File: src/rtl/im_bootloader.sv
// im_bootloader: receives a length-prefixed byte stream and writes it into
// instruction memory one 32-bit word at a time, keeping the core held off
// while the load is in progress. An optional trailing checksum byte is checked.
module im_bootloader #(
    parameter int CHK_EN = 1
) (
    input  logic        clk,
    input  logic        rst,
    input  logic        boot_start,
    input  logic        rx_valid,
    input  logic [7:0]  rx_data,
    output logic        we,
    output logic [12:0] waddr,
    output logic [31:0] wdata,
    output logic        busy,
    output logic        hold_cpu,
    output logic        done,
    output logic        err
);

    typedef enum logic [2:0] {
        S_IDLE, S_LEN_LO, S_LEN_HI, S_DATA, S_CHK, S_DONE, S_ERR
    } state_t;

    localparam int MAX_WORDS = 8192;

    state_t      state_q, state_d;
    logic [7:0]  len_lo_q;
    logic [13:0] len_q;
    logic [13:0] words_q;
    logic [1:0]  bcnt_q;
    logic [23:0] asm_q;
    logic [7:0]  sum_q;
    logic        we_q;
    logic [12:0] waddr_q;
    logic [31:0] wdata_q;

    logic [15:0] len_n;
    logic        last_word;

    // Full 16-bit length as it becomes known on the LEN_HI byte
    assign len_n     = {rx_data, len_lo_q};
    // The word now being completed is the final one of the image
    assign last_word = (words_q + 14'd1 == len_q);

    // State register
    always_ff @(posedge clk) begin
        if (rst) state_q <= S_IDLE;
        else     state_q <= state_d;
    end

    // Next-state logic; bytes are only consumed while a load is active
    always_comb begin
        state_d = state_q;
        case (state_q)
            S_IDLE, S_DONE, S_ERR: begin
                if (boot_start) state_d = S_LEN_LO;
            end
            S_LEN_LO: begin
                if (rx_valid) state_d = S_LEN_HI;
            end
            S_LEN_HI: begin
                if (rx_valid) begin
                    if (len_n == 16'd0 || len_n > 16'(MAX_WORDS)) state_d = S_ERR;
                    else                                           state_d = S_DATA;
                end
            end
            S_DATA: begin
                if (rx_valid && bcnt_q == 2'd3 && last_word)
                    state_d = (CHK_EN != 0) ? S_CHK : S_DONE;
            end
            S_CHK: begin
                if (rx_valid) state_d = (rx_data == sum_q) ? S_DONE : S_ERR;
            end
            default: state_d = S_IDLE;
        endcase
    end

    // Status outputs decoded from state; done/err stick until the next boot_start
    always_comb begin
        busy     = (state_q == S_LEN_LO) || (state_q == S_LEN_HI) ||
                   (state_q == S_DATA)   || (state_q == S_CHK);
        hold_cpu = busy;
        done     = (state_q == S_DONE);
        err      = (state_q == S_ERR);
    end

    // Datapath: length capture, word assembly, checksum and the write port.
    // The write fires the cycle after the 4th byte; waddr advances only once
    // that cycle is over, so address and data are steady for the whole pulse.
    always_ff @(posedge clk) begin
        if (rst) begin
            len_lo_q <= '0;
            len_q    <= '0;
            words_q  <= '0;
            bcnt_q   <= '0;
            asm_q    <= '0;
            sum_q    <= '0;
            we_q     <= 1'b0;
            waddr_q  <= '0;
            wdata_q  <= '0;
        end else begin
            we_q <= 1'b0;
            if (we_q) waddr_q <= waddr_q + 13'd1;
            case (state_q)
                S_IDLE, S_DONE, S_ERR: begin
                    // Later assignment wins over a same-cycle address bump
                    if (boot_start) begin
                        waddr_q <= '0;
                        sum_q   <= '0;
                        bcnt_q  <= '0;
                        words_q <= '0;
                    end
                end
                S_LEN_LO: begin
                    if (rx_valid) len_lo_q <= rx_data;
                end
                S_LEN_HI: begin
                    if (rx_valid) len_q <= len_n[13:0];
                end
                S_DATA: begin
                    if (rx_valid) begin
                        sum_q  <= sum_q + rx_data;
                        bcnt_q <= bcnt_q + 2'd1;
                        case (bcnt_q)
                            2'd0: asm_q[7:0]   <= rx_data;
                            2'd1: asm_q[15:8]  <= rx_data;
                            2'd2: asm_q[23:16] <= rx_data;
                            default: begin
                                we_q    <= 1'b1;
                                wdata_q <= {rx_data, asm_q};
                                words_q <= words_q + 14'd1;
                            end
                        endcase
                    end
                end
                default: ;
            endcase
        end
    end

    assign we    = we_q;
    assign waddr = waddr_q;
    assign wdata = wdata_q;

endmodule

File: config.mk
export PLATFORM = sky130hd
export DESIGN_NAME = im_bootloader
export DESIGN_NICKNAME = d
export VERILOG_FILES = /design/src/rtl/im_bootloader.sv
export SDC_FILE = /design/constraint.sdc
export NUM_CORES = 1
export LEC_CHECK = 0
export ABC_AREA = 0
export CAP_MARGIN = 0
export CORE_MARGIN = 4
export CORE_UTILIZATION = 50
export CTS_BUF_LIST = sky130_fd_sc_hd__clkbuf_2
export CTS_CLUSTER_SIZE = 28
export DETAILED_ROUTE_END_ITERATION = 7
export GPL_TIMING_DRIVEN = 0
export PLACE_DENSITY = 0.78
export SLEW_MARGIN = 20
export SYNTH_ARGS = -nofsm -noshare
export SYNTH_HDL_FRONTEND = slang
export SYNTH_SLANG_ARGS = --single-unit
File: constraint.sdc
create_clock -name clk -period 4.3 [get_ports clk]
set_input_delay 0.86 -clock clk [delete_from_list [all_inputs] [get_ports clk]]
set_output_delay 0.86 -clock clk [all_outputs]
set_load 0.01 [all_outputs]
# After elaboration in Yosys (flattened, before gate mapping)
# Index checks and enable logic that the tools add are counted.
# Widths: inputs -> output; s select.
# word_totals
regBits,119
# op_classes
n_addsub,4
magnitude_cmp,1
eq_ne,18
muxes,22
n_bitwise,3
reduce_logical,22
# op_table
op,n
$mux 14,3
$mux 13,3
$pmux 14 s2,1
$mux 3,6
$gt 16x14->1 const B,1
$logic_not 16->1,1
$mux 8,2
$pmux 8 s2,1
$pmux 3 s5,1
$reduce_and 3->1,5
$add 14x1->14 const B,1
$eq 14x14->1,1
$ne 2x2->1 const B,7
$add 13x1->13 const B,1
$eq 3x3->1 const B,3
$reduce_or 3->1,3
$add 8x8->8,1
$eq 8x8->1,1
$eq 3x2->1 const B,2
$mux 2,3
$reduce_and 5->1,1
$eq 2x2->1 const B,2
$logic_or 1x1->1,4
$pmux 2 s2,1
11 further kinds,15

# Depth between registers and ports, before layout
# Gate-level depths: netlist (run 1).
# logic_depth
depth_word,5
mapped_depth,8
depth_no_buf,8

# Worst setup path before layout (run 1)
# OpenSTA, ideal clock, no wires.
# synth_timing
path_kind,input -> register
from,in rx_data[0]
to,reg sum_q[6]
setup_ps,129
t_arrival_ps,2267
slack_ps,1904
cell_stages,8
n_path_buf,0
cell_sequence,ha_1 fa_1 a21o_1 a21oi_1 o21ai_0 a21oi_1 xor2_1 o31ai_1
# synth_between
elab_chain_len,3
# synth_rtl
element,line,source
"start, declared",11,"input logic [7:0] rx_data,"
$add 8x8->8,123,sum_q <= sum_q + rx_data;
$mux 8,122,if (rx_valid) begin
$pmux 8 s2,105,case (state_q)
"end signal, assigned",123,
"end, declared",33,logic [7:0] sum_q;
# Every way passes these cells. The select of a mux whose other input is x is not followed.
# A chain may end at the register's enable or synchronous reset.

# Final worst setup path (run 1)
# layout_timing
from,reg state_q[0]
to,out hold_cpu
# layout_between
elab_chain_len,4
# layout_rtl
element,line,source
"start, declared",27,"state_t state_q, state_d;"
"start signal, assigned",49,else state_q <= state_d;
$eq 3x1->1 or $eq 3x2->1 (tied branches),81,busy = (state_q == S_LEN_LO) || (state_q == S_LEN_HI) ||
$logic_or 1x1->1 (2 in a row),81,
$logic_or 1x1->1 (*),82,(state_q == S_DATA) || (state_q == S_CHK);
"end, declared",16,"output logic hold_cpu,"
# Mark *: on every way between the ends. The rest lies on a longest branch, timed or not.

==> results by stage, run 1 <==
Synthesis:
- In this run the biggest area consumer among cell types represents 43.40% of the synthesized area.
- The top cell type by total area after synthesis is sky130_fd_sc_hd__dfxtp_1.
- The dominant synthesized flop cell is sky130_fd_sc_hd__dfxtp_1.
- The commonest cells after synthesis are sky130_fd_sc_hd__nand2_1, sky130_fd_sc_hd__dfxtp_1, sky130_fd_sc_hd__a21oi_1.
- The synthesized netlist occupies a cell area of 0.005489 mm².
- After synthesis, the cell types taking the most area are sky130_fd_sc_hd__dfxtp_1, sky130_fd_sc_hd__nand2_1, sky130_fd_sc_hd__a21oi_1.
- A synthesized cell averages around 8.0 µm².
- The count of mapped cells out of synthesis is 687.
- Counting flops with an async set or reset pin after synthesis yields a share of 0%.
- The count of synthesis-stage warnings from yosys is 0.
- The number of distinct standard cells referenced by the synthesized netlist is 55.
- The number of storage elements in the synthesis netlist is ~120.
- The leading cell type by number of instances after synthesis is sky130_fd_sc_hd__nand2_1.
- The sequential cell area fraction in the yosys report is between 40 and 50%.
- The post-synthesis net count is a little over 700.
- Yosys mapped a number of flops with a built-in enable equal to 0.

Worst setup path:
- The kind of start point of the critical path is a flip-flop.
- The setup check on the worst reg-to-reg path leaves a slack of approximately 1.5 ns.
- The worst setup path is captured at an output port.
- The worst register-to-register path begins at words_q[0].
- The critical path runs through a total of 5 cells.
- In this run the worst setup path begins at state_q[0].
- The worst setup path is of the flip-flop to output port kind.
- The critical path goes through clkbuf_1 -> nor2_1 -> xnor2_1 -> buf_4 -> clkdlybuf4s50_1.
- The end of the worst register-to-register path is state_q[0].
- The required time at the worst-slack endpoint is 3.44 ns.
- Counting both buffers and inverters, the worst setup path holds a total of 3.
- In this design, the stage delay of the slowest critical-path cell is ~0.52 ns.
- Grouping stages by cell kind, the critical path spends the most delay in buffers and inverters.
- The depth of the worst register-to-register path is 7.
- The slowest stage of the critical path is the sky130_fd_sc_hd__clkdlybuf4s50_1 cell.
- The largest driver fanout on the critical path is 10.
- At the worst endpoint, the arrival time is around 2.4 ns.
- The most critical setup path has its endpoint at hold_cpu.

CTS:
- The post-cts sizing count is 0.
- The buffer type at the clock tree root is sky130_fd_sc_hd__clkbuf_2.
- The buffer depth of the longest clock path is 2.
- The insertion delay of the later-clocked pin in the worst-skew pair is around 0.71 ns.
- The clock tree from TritonCTS is yes.
- The number of setup buffers added after CTS is 0.
- The H-tree was split into 4 levels.
- The hold buffer count at cts is 0.
- The clock slew seen by the registers of the worst setup and hold paths is approximately 0.18 ns.
- The number of sinks driven by the clock tree is around 120.
- Buffers inserted during clock tree synthesis total 17.

Timing:
- For this run, the top clock speed supported by timing is a little over 0.3 GHz.
- The transition time at the pin with the least slew margin is between 0.7 and 0.8 ns.
- The total count of max-transition violations in the final report is 0.
- The worst path in the final design needs a cycle of about 3.3 ns, including I/O delays and setup.
- The clock skew is between 0.03 and 0.04 ns.
- The count of final hold-check violations is 0.
- The part of the cycle the worst path needs is between 70% and 80%.
- The tightest slew margin relative to the limit is 49.69%.
- Summed over all failing endpoints, the final setup total negative slack is 0 ns.
- Setup repair after global routing left no endpoint under its margin.
- The count of endpoints failing setup in the final report is 0.

Power:
- The standby leakage power is approximately 0.0023 µW.
- The maximum resistive drop on vdd is 235.3 µV.
- Overall power consumption after layout is estimated at about 2400 µW.
- The power density relative to cell area is around 380 mW/mm².

Die:
- The effective utilization at floorplan is 52.23%.
- In this run the count of I/O pins placed on the die edge is 62.
- The die height is between 100 and 150 µm.
- The initialized floorplan defines 37 standard-cell rows.
- The die covers between 0.01 and 0.015 mm².
- The horizontal die dimension is ~110 µm.
- After floorplanning, the core was sized to cover roughly 0.011 mm².

Drt:
- The final layout contains routed wiring with a total length of ~14000 µm.
- After the first detailed-routing iteration, the DRC count stood at 411.
- For this run, design rule violations remaining after detail routing come to 0.
- Using the TritonRoute via totals, the vias-per-cell ratio works out to about 5.7.
- The total via count after detailed routing is around 5200.
- The routed length per instance is around 16 µm.
- The first-pass iteration count of the detailed router is 6.
- The detail route stage leaves a number of antenna-violating nets equal to 0.

Global routing:
- The first global-routing pass estimated ~23000 µm of wire.
- The largest net degree at the start of global routing is 17.
- The number of antenna violations at the first check in global routing is 0.
- The number of global-route vias before repair is between 4000 and 5000.
- The total track usage is approximately 23%.
- After global routing the overflow that remains totals 0.

Run:
- Max-cap violations in this run came to 0.

Worst hold path:
- The worst hold path belongs to the class flip-flop to flip-flop.

Outcome:
- The flow ran to the end, and the final reports show no timing, DRC or antenna violations.

Placed design:
- Summed over all nets, the half-perimeter wirelength after detailed placement is around 10000 µm.
- The final weighted congestion in routability-driven placement is approximately 0.88.
- Port buffering added 61 buffers.

Finish:
- The area growth from synthesis to layout is 18.40%.
- The repair_antennas step left the layout with diodes totalling 0.
- Of the cells placed in the final design, the portion with a size suffix greater than 1 is around 6.4%.
- The number of nets at the end of the flow is ~800.
==> layout make-up <==
type | instances | area, µm²
clock inverters | 12 | 128.9
plain buffers | 45 | 186.4
inverters | 7 | 26.28
multi-input cells | 516 | 2894
fillers | 900 | 4010
flip-flops and latches | 119 | 2382
repair buffers | 61 | 610.6
well taps | 136 | 170.2
clock buffers | 20 | 100.1
==> report_power, final <==
part | switching, µW | total, µW | internal [µW]
sequential | 22.3 | 1160 | 1140
clock | 432 | 704 | 272
combinational | 350 | 576 | 226
==> worst min path at each step <==
stage	to	depth (start not counted)	slack, ns	startpoint
floorplan	wdata[0]	2	0.43	asm_q[0]
global placement	wdata[22]	2	0.44	asm_q[22]
detailed placement	wdata[20]	2	0.44	asm_q[20]
CTS	wdata[8]	2	0.46	asm_q[8]
global route	wdata[6]	2	0.46	asm_q[6]
finish	wdata[8]	2	0.45	asm_q[8]
==> placed cells by master (no fill, tap or decap), types with 8 or more instances in the layout <==
cell type / Yosys / layout
sky130_fd_sc_hd__clkbuf_2: 0 / 20
sky130_fd_sc_hd__nand2_1: 154 / 154
sky130_fd_sc_hd__nor2_1: 47 / 47
sky130_fd_sc_hd__a21oi_1: 103 / 103
sky130_fd_sc_hd__dfxtp_1: 119 / 119
sky130_fd_sc_hd__o21ai_0: 17 / 17
sky130_fd_sc_hd__nor3_1: 11 / 11
sky130_fd_sc_hd__mux2i_1: 11 / 11
sky130_fd_sc_hd__and3_1: 8 / 8
sky130_fd_sc_hd__clkbuf_1: 36 / 36
sky130_fd_sc_hd__clkdlybuf4s50_1: 0 / 61
sky130_fd_sc_hd__ha_1: 14 / 14
sky130_fd_sc_hd__xor2_1: 20 / 20
sky130_fd_sc_hd__xnor2_1: 13 / 13
sky130_fd_sc_hd__nand3_1: 32 / 32
==> through the flow <==
stage | instances | utilization, % | worst slack, ns | instance area (µm²) | hold WS, ns
2_1_floorplan | 687 | - | 1.904 | 5489 | 0.4321
3_3_place_gp | 884 | 59.66 | 0.8648 | 6270 | 0.4417
3_5_place_dp | 884 | 59.66 | 0.8553 | 6270 | 0.4443
4_1_cts | 916 | 61.84 | 0.9484 | 6499 | 0.4575
5_1_grt | 916 | 61.84 | 0.7999 | 6499 | 0.4645
6_report | 916 | 61.84 | 1.007 | 6499 | 0.4531
==> flip-flops by register name, indices dropped and copies added (netlist names) <==
name	cells
waddr	13
sum_q	8
asm_q	24
len_lo_q	8
bcnt_q	2
we	1
len_q	14
state_q	3
wdata	32
words_q	14
==> kinds of logic (layout without fill, tap and decap cells) <==
logic type | after synthesis | in the layout | synth area share, %
simple gates | 307 | 307 | 25.71
compound gates | 148 | 148 | 15.55
flops | 119 | 119 | 43.40
buf+inv | 52 | 145 | 3.875
xor+xnor | 34 | 34 | 5.699
fa+ha+maj | 15 | 15 | 3.556
mux | 12 | 12 | 2.211
==> worst register-to-register path: cells and delay by family (launching register included) <==
kind / cells / cell delay, ns
xor gates and xnor gates: 1 / 0.25
and+or+nand+nor: 2 / 0.79
DFF: 1 / 0.48
adders and majority gates: 1 / 0.31
AOI/OAI and AO/OA: 3 / 0.87
==> layer usage <==
metal | up-vias | share of wire [%] | track usage (%)
met1 | 2443 | 43 | 28.03
met2 | 176 | 48 | 38.63
li1 | 2528 | - | -
met5 | - | 0 | 0
met4 | 0 | 1.9 | 7.692
met3 | 31 | 6.8 | 5.401
No activity file was read; power rests on OpenSTA's default activity.
==> run 2: changes to the inputs <==
--- a/config.mk
+++ b/config.mk
@@ -13,7 +13,7 @@
 export CTS_CLUSTER_SIZE = 28
 export DETAILED_ROUTE_END_ITERATION = 7
 export GPL_TIMING_DRIVEN = 0
-export PLACE_DENSITY = 0.78
+export PLACE_DENSITY = 0.81
 export SLEW_MARGIN = 20
 export SYNTH_ARGS = -nofsm -noshare
 export SYNTH_HDL_FRONTEND = slang
==> constraint.sdc (replaced) <==
create_clock -name clk -period 2.79 [get_ports clk]
set_input_delay 0.558 -clock clk [delete_from_list [all_inputs] [get_ports clk]]
set_output_delay 0.558 -clock clk [all_outputs]
set_load 0.01 [all_outputs]
==> run 2 against run 1 <==
Net effect: register-to-register slack got worse by 1.3 ns; utilization increased by 1.1 points; non-clock buffer count unchanged; via count increased by 2.3%; count of clock-buffer cells in the layout decreased by 2; critical endpoint is now done; wire length increased by 3.8%; highest routed layer unchanged; sequential share of layout area decreased by 0.58 points.
==> results by stage, run 2 (synthesis results as in run 1) <==
Worst setup path:
- The data arrival at the endpoint of the critical path is 2.11 ns (was 2.43 ns).
- The depth of the worst register-to-register path came to 7 (unchanged).
- The startpoint of the worst-slack reg-to-reg timing path is words_q[1] (was words_q[0]).
- The kind of start point of the critical path was a flip-flop (unchanged).
- The end of the worst register-to-register path is state_q[2] (was state_q[0]).
- The end of the critical path is done (was hold_cpu).
- The cell class contributing the biggest share of worst-path delay is buffers and inverters (unchanged).
- The kind of end point of the critical path is an output port (unchanged).
- The cell type of the slowest stage on the worst timing path is sky130_fd_sc_hd__clkdlybuf4s50_1 (unchanged).
- The required time at the worst-slack endpoint came to 2.23 ns (was 3.44 ns).
- Critical Path, Cell by Cell: buf_4 -> nor2b_2 -> and2_1 -> clkdlybuf4s50_1 (was clkbuf_1 -> nor2_1 -> xnor2_1 -> buf_4 -> clkdlybuf4s50_1).
- The largest driver fanout on the critical path is 10 (unchanged).
- The category of the most critical setup path is flip-flop to output port (unchanged).
- The critical path launch point is state_q[0] (unchanged).
- The total stage count of the critical path is 4 (was 5).
- The setup slack on the worst flop-to-flop path came to 0.19 ns (was 1.47 ns).
- The maximum cell stage delay along the critical path is 0.54 ns (was 0.52 ns).
- The sum of buffers and inverters on the critical path is 2 (was 3).

Power:
- The standby leakage power came to 0.002307 µW (was 0.002254 µW).
- The maximum resistive drop on vdd was 481.9 µV (was 235.3 µV).
- The post-layout total power is 4100 µW (was 2442 µW).
- The power density relative to cell area is 619.9 mW/mm² (was 375.8 mW/mm²).

Drt:
- The DRC marker count from the first detailed-route iteration is 409 (was 411).
- The routed length per instance is 16.29 µm (was 15.69 µm).
- The DRC violations left is 0 (unchanged).
- The total detailed-routing wirelength came to 14930 µm (was 14370 µm).
- The final antenna-violating net count is 0 (unchanged).
- The first-pass iteration count of the detailed router came to 6 (unchanged).
- The vias per cell is 5.785 (was 5.653).
- The total via count after detailed routing is 5299 (was 5178).

Finish:
- The number of diodes is 0 (unchanged).
- The post-route core utilization is 62.94% (was 61.84%).
- The share of post-route cells with drive strength above 1 came to 7.564% (was 6.410%).
- The area growth from synthesis to layout is 20.49% (was 18.40%).
- Highest-count cells in the layout ignoring fill and taps: sky130_fd_sc_hd__nand2_1, sky130_fd_sc_hd__dfxtp_1, sky130_fd_sc_hd__a21oi_1 (unchanged).
- The number of nets at the end of the flow is 794 (unchanged).
- The most common library cell in the layout ignoring fill and taps is sky130_fd_sc_hd__nand2_1 (unchanged).
- The number of flip-flops under the largest register name is 32 (unchanged).

Timing:
- The post-route worst setup slack came to 0.1217 ns (was 1.007 ns).
- The clock skew is 0.02546 ns (was 0.03243 ns).
- The count of final hold-check violations came to 0 (unchanged).
- The count of endpoints failing setup in the final report was 0 (unchanged).
- The worst path uses 95.64% of the clock period.
- The transition time at the pin with the least slew margin is 0.6996 ns (was 0.7547 ns).
- Unrepaired setup endpoints after global routing: false (unchanged).
- The tightest slew margin relative to the limit is 53.36% (was 49.69%).
- The worst path needs roughly 2.7 ns of the cycle, external delays included.
- Derived from the worst setup path, the maximum achievable clock frequency is 0.3748 GHz.
- The total count of max-transition violations in the final report came to 0 (unchanged).

Die:
- The area of the die is 0.01272 mm² (unchanged).
- The number of I/O pins is 62 (unchanged).
- The core box area is 0.01051 mm² (unchanged).
- The die height was 112.8 µm (unchanged).
- The total number of placement rows came to 37 (unchanged).
- The horizontal die dimension is 112.8 µm (unchanged).
- The effective utilization at floorplan is 52.23% (unchanged).

CTS:
- The buffer type at the clock tree root is sky130_fd_sc_hd__clkbuf_2 (unchanged).
- The number of sinks driven by the clock tree is 119 (unchanged).
- The clock slew seen by the registers of the worst setup and hold paths is 0.19 ns (was 0.18 ns).
- The total CTS buffers is 17 (unchanged).
- The insertion delay of the later-clocked pin in the worst-skew pair is 0.69 ns (was 0.71 ns).
- The clock tree from TritonCTS is yes (unchanged).
- The count of H-tree levels built during CTS is 4 (unchanged).
- The buffer depth of the longest clock path is 2 (unchanged).

Global routing:
- The number of antenna violations at the first check in global routing is 0 (unchanged).
- The total track usage was 23.13% (was 22.63%).
- The residual overflow from global routing came to 0 (unchanged).
- The number of global-route vias before repair came to 4936 (was 4931).
- The first-pass GRT wire length is 23750 µm (was 23370 µm).
- The largest net degree at the start of global routing is 17 (unchanged).

Run:
- The number of violations of the max-capacitance limit is 0 (unchanged).

Placed design:
- The final weighted congestion in routability-driven placement is 0.8808 (was 0.8843).
- The post-placement worst setup slack is -0.3808 ns (was 0.8553 ns).
- The port buffer count is 61 (unchanged).
- The HPWL reported at the end of detailed placement came to 10530 µm (was 10340 µm).

Outcome:
- Result of the run: finished, final reports clean (unchanged).

Worst hold path:
- The path category of the worst min-delay check is flip-flop to flip-flop (unchanged).
## run 2: cell types whose count changed in the layout (fill, tap and decap cells not counted), moves of 2 or more
cell                        delta
sky130_fd_sc_hd__clkbuf_1      -2
sky130_fd_sc_hd__dfxtp_1       -3
sky130_fd_sc_hd__bufinv_16     +3
sky130_fd_sc_hd__buf_4         +2
sky130_fd_sc_hd__clkbuf_2      -2
sky130_fd_sc_hd__dfxtp_2       +3
## run 2: worst reg2reg max path: cells and delay by family (launching register included)
kind | cells | cell delay (ns)
fa+ha+maj | 1 | 0.29
simple gates | 2 | 0.84
xor+xnor | 1 | 0.23
flops | 1 | 0.45
compound gates | 3 | 0.76
## run 2: per-stage QoR
| stage | area [µm²] | hold slack, ns | std cells | TNS (ns) |
|---|---|---|---|---|
| after CTS | 6589 | 0.4557 | 916 | 0 |
| after detailed placement | 6270 | 0.4449 | 884 | -3.430 |
| final | 6614 | 0.4600 | 916 | 0 |
| after global placement | 6270 | 0.4393 | 884 | -1.912 |
| after global routing | 6614 | 0.4742 | 916 | 0 |
| after floorplan | 5489 | 0.4321 | 687 | 0 |
## run 2: cell type report
cell class | count | area (µm²)
fill | 915 | 3895
multi-input combinational | 516 | 2925
sequential | 119 | 2386
timing repair buffer | 62 | 620.6
clock inverter | 14 | 206.4
buffer | 44 | 188.9
tap | 136 | 170.2
clock buffer | 18 | 90.09
inverter | 7 | 26.28
## run 2: routing by layer
metal	vias up	GRT usage, %	part of all wire [%]
li1	2529	-	-
met1	2515	27.68	41
met2	210	40.92	49
met3	45	5.508	8.1
met4	0	7.292	1.9
met5	-	0	0
## run 2: how the worst min path moves through the flow
stage / start / endpoint / cells past startpoint
finish: asm_q[2] / wdata[2] / 2
global placement: asm_q[23] / wdata[23] / 2
CTS: asm_q[2] / wdata[2] / 2
global route: asm_q[5] / wdata[5] / 2
detailed placement: asm_q[2] / wdata[2] / 2
floorplan: asm_q[0] / wdata[0] / 2
## run 2: what timing repair did
action	CTS	global route
gates resized for setup	5	9
buffers inserted	1	0
gates cloned	0	0
pin swaps	1	0
endpoints found under the setup margin	4	9
hold buffers	0	0
## run 2: power by group
part	internal [µW]	leakage (µW)	switching (µW)	total, µW
Clock	675	0.000171	664	1340
Combinational	391	0.00118	559	950
Sequential	1760	0.000961	51.5	1810
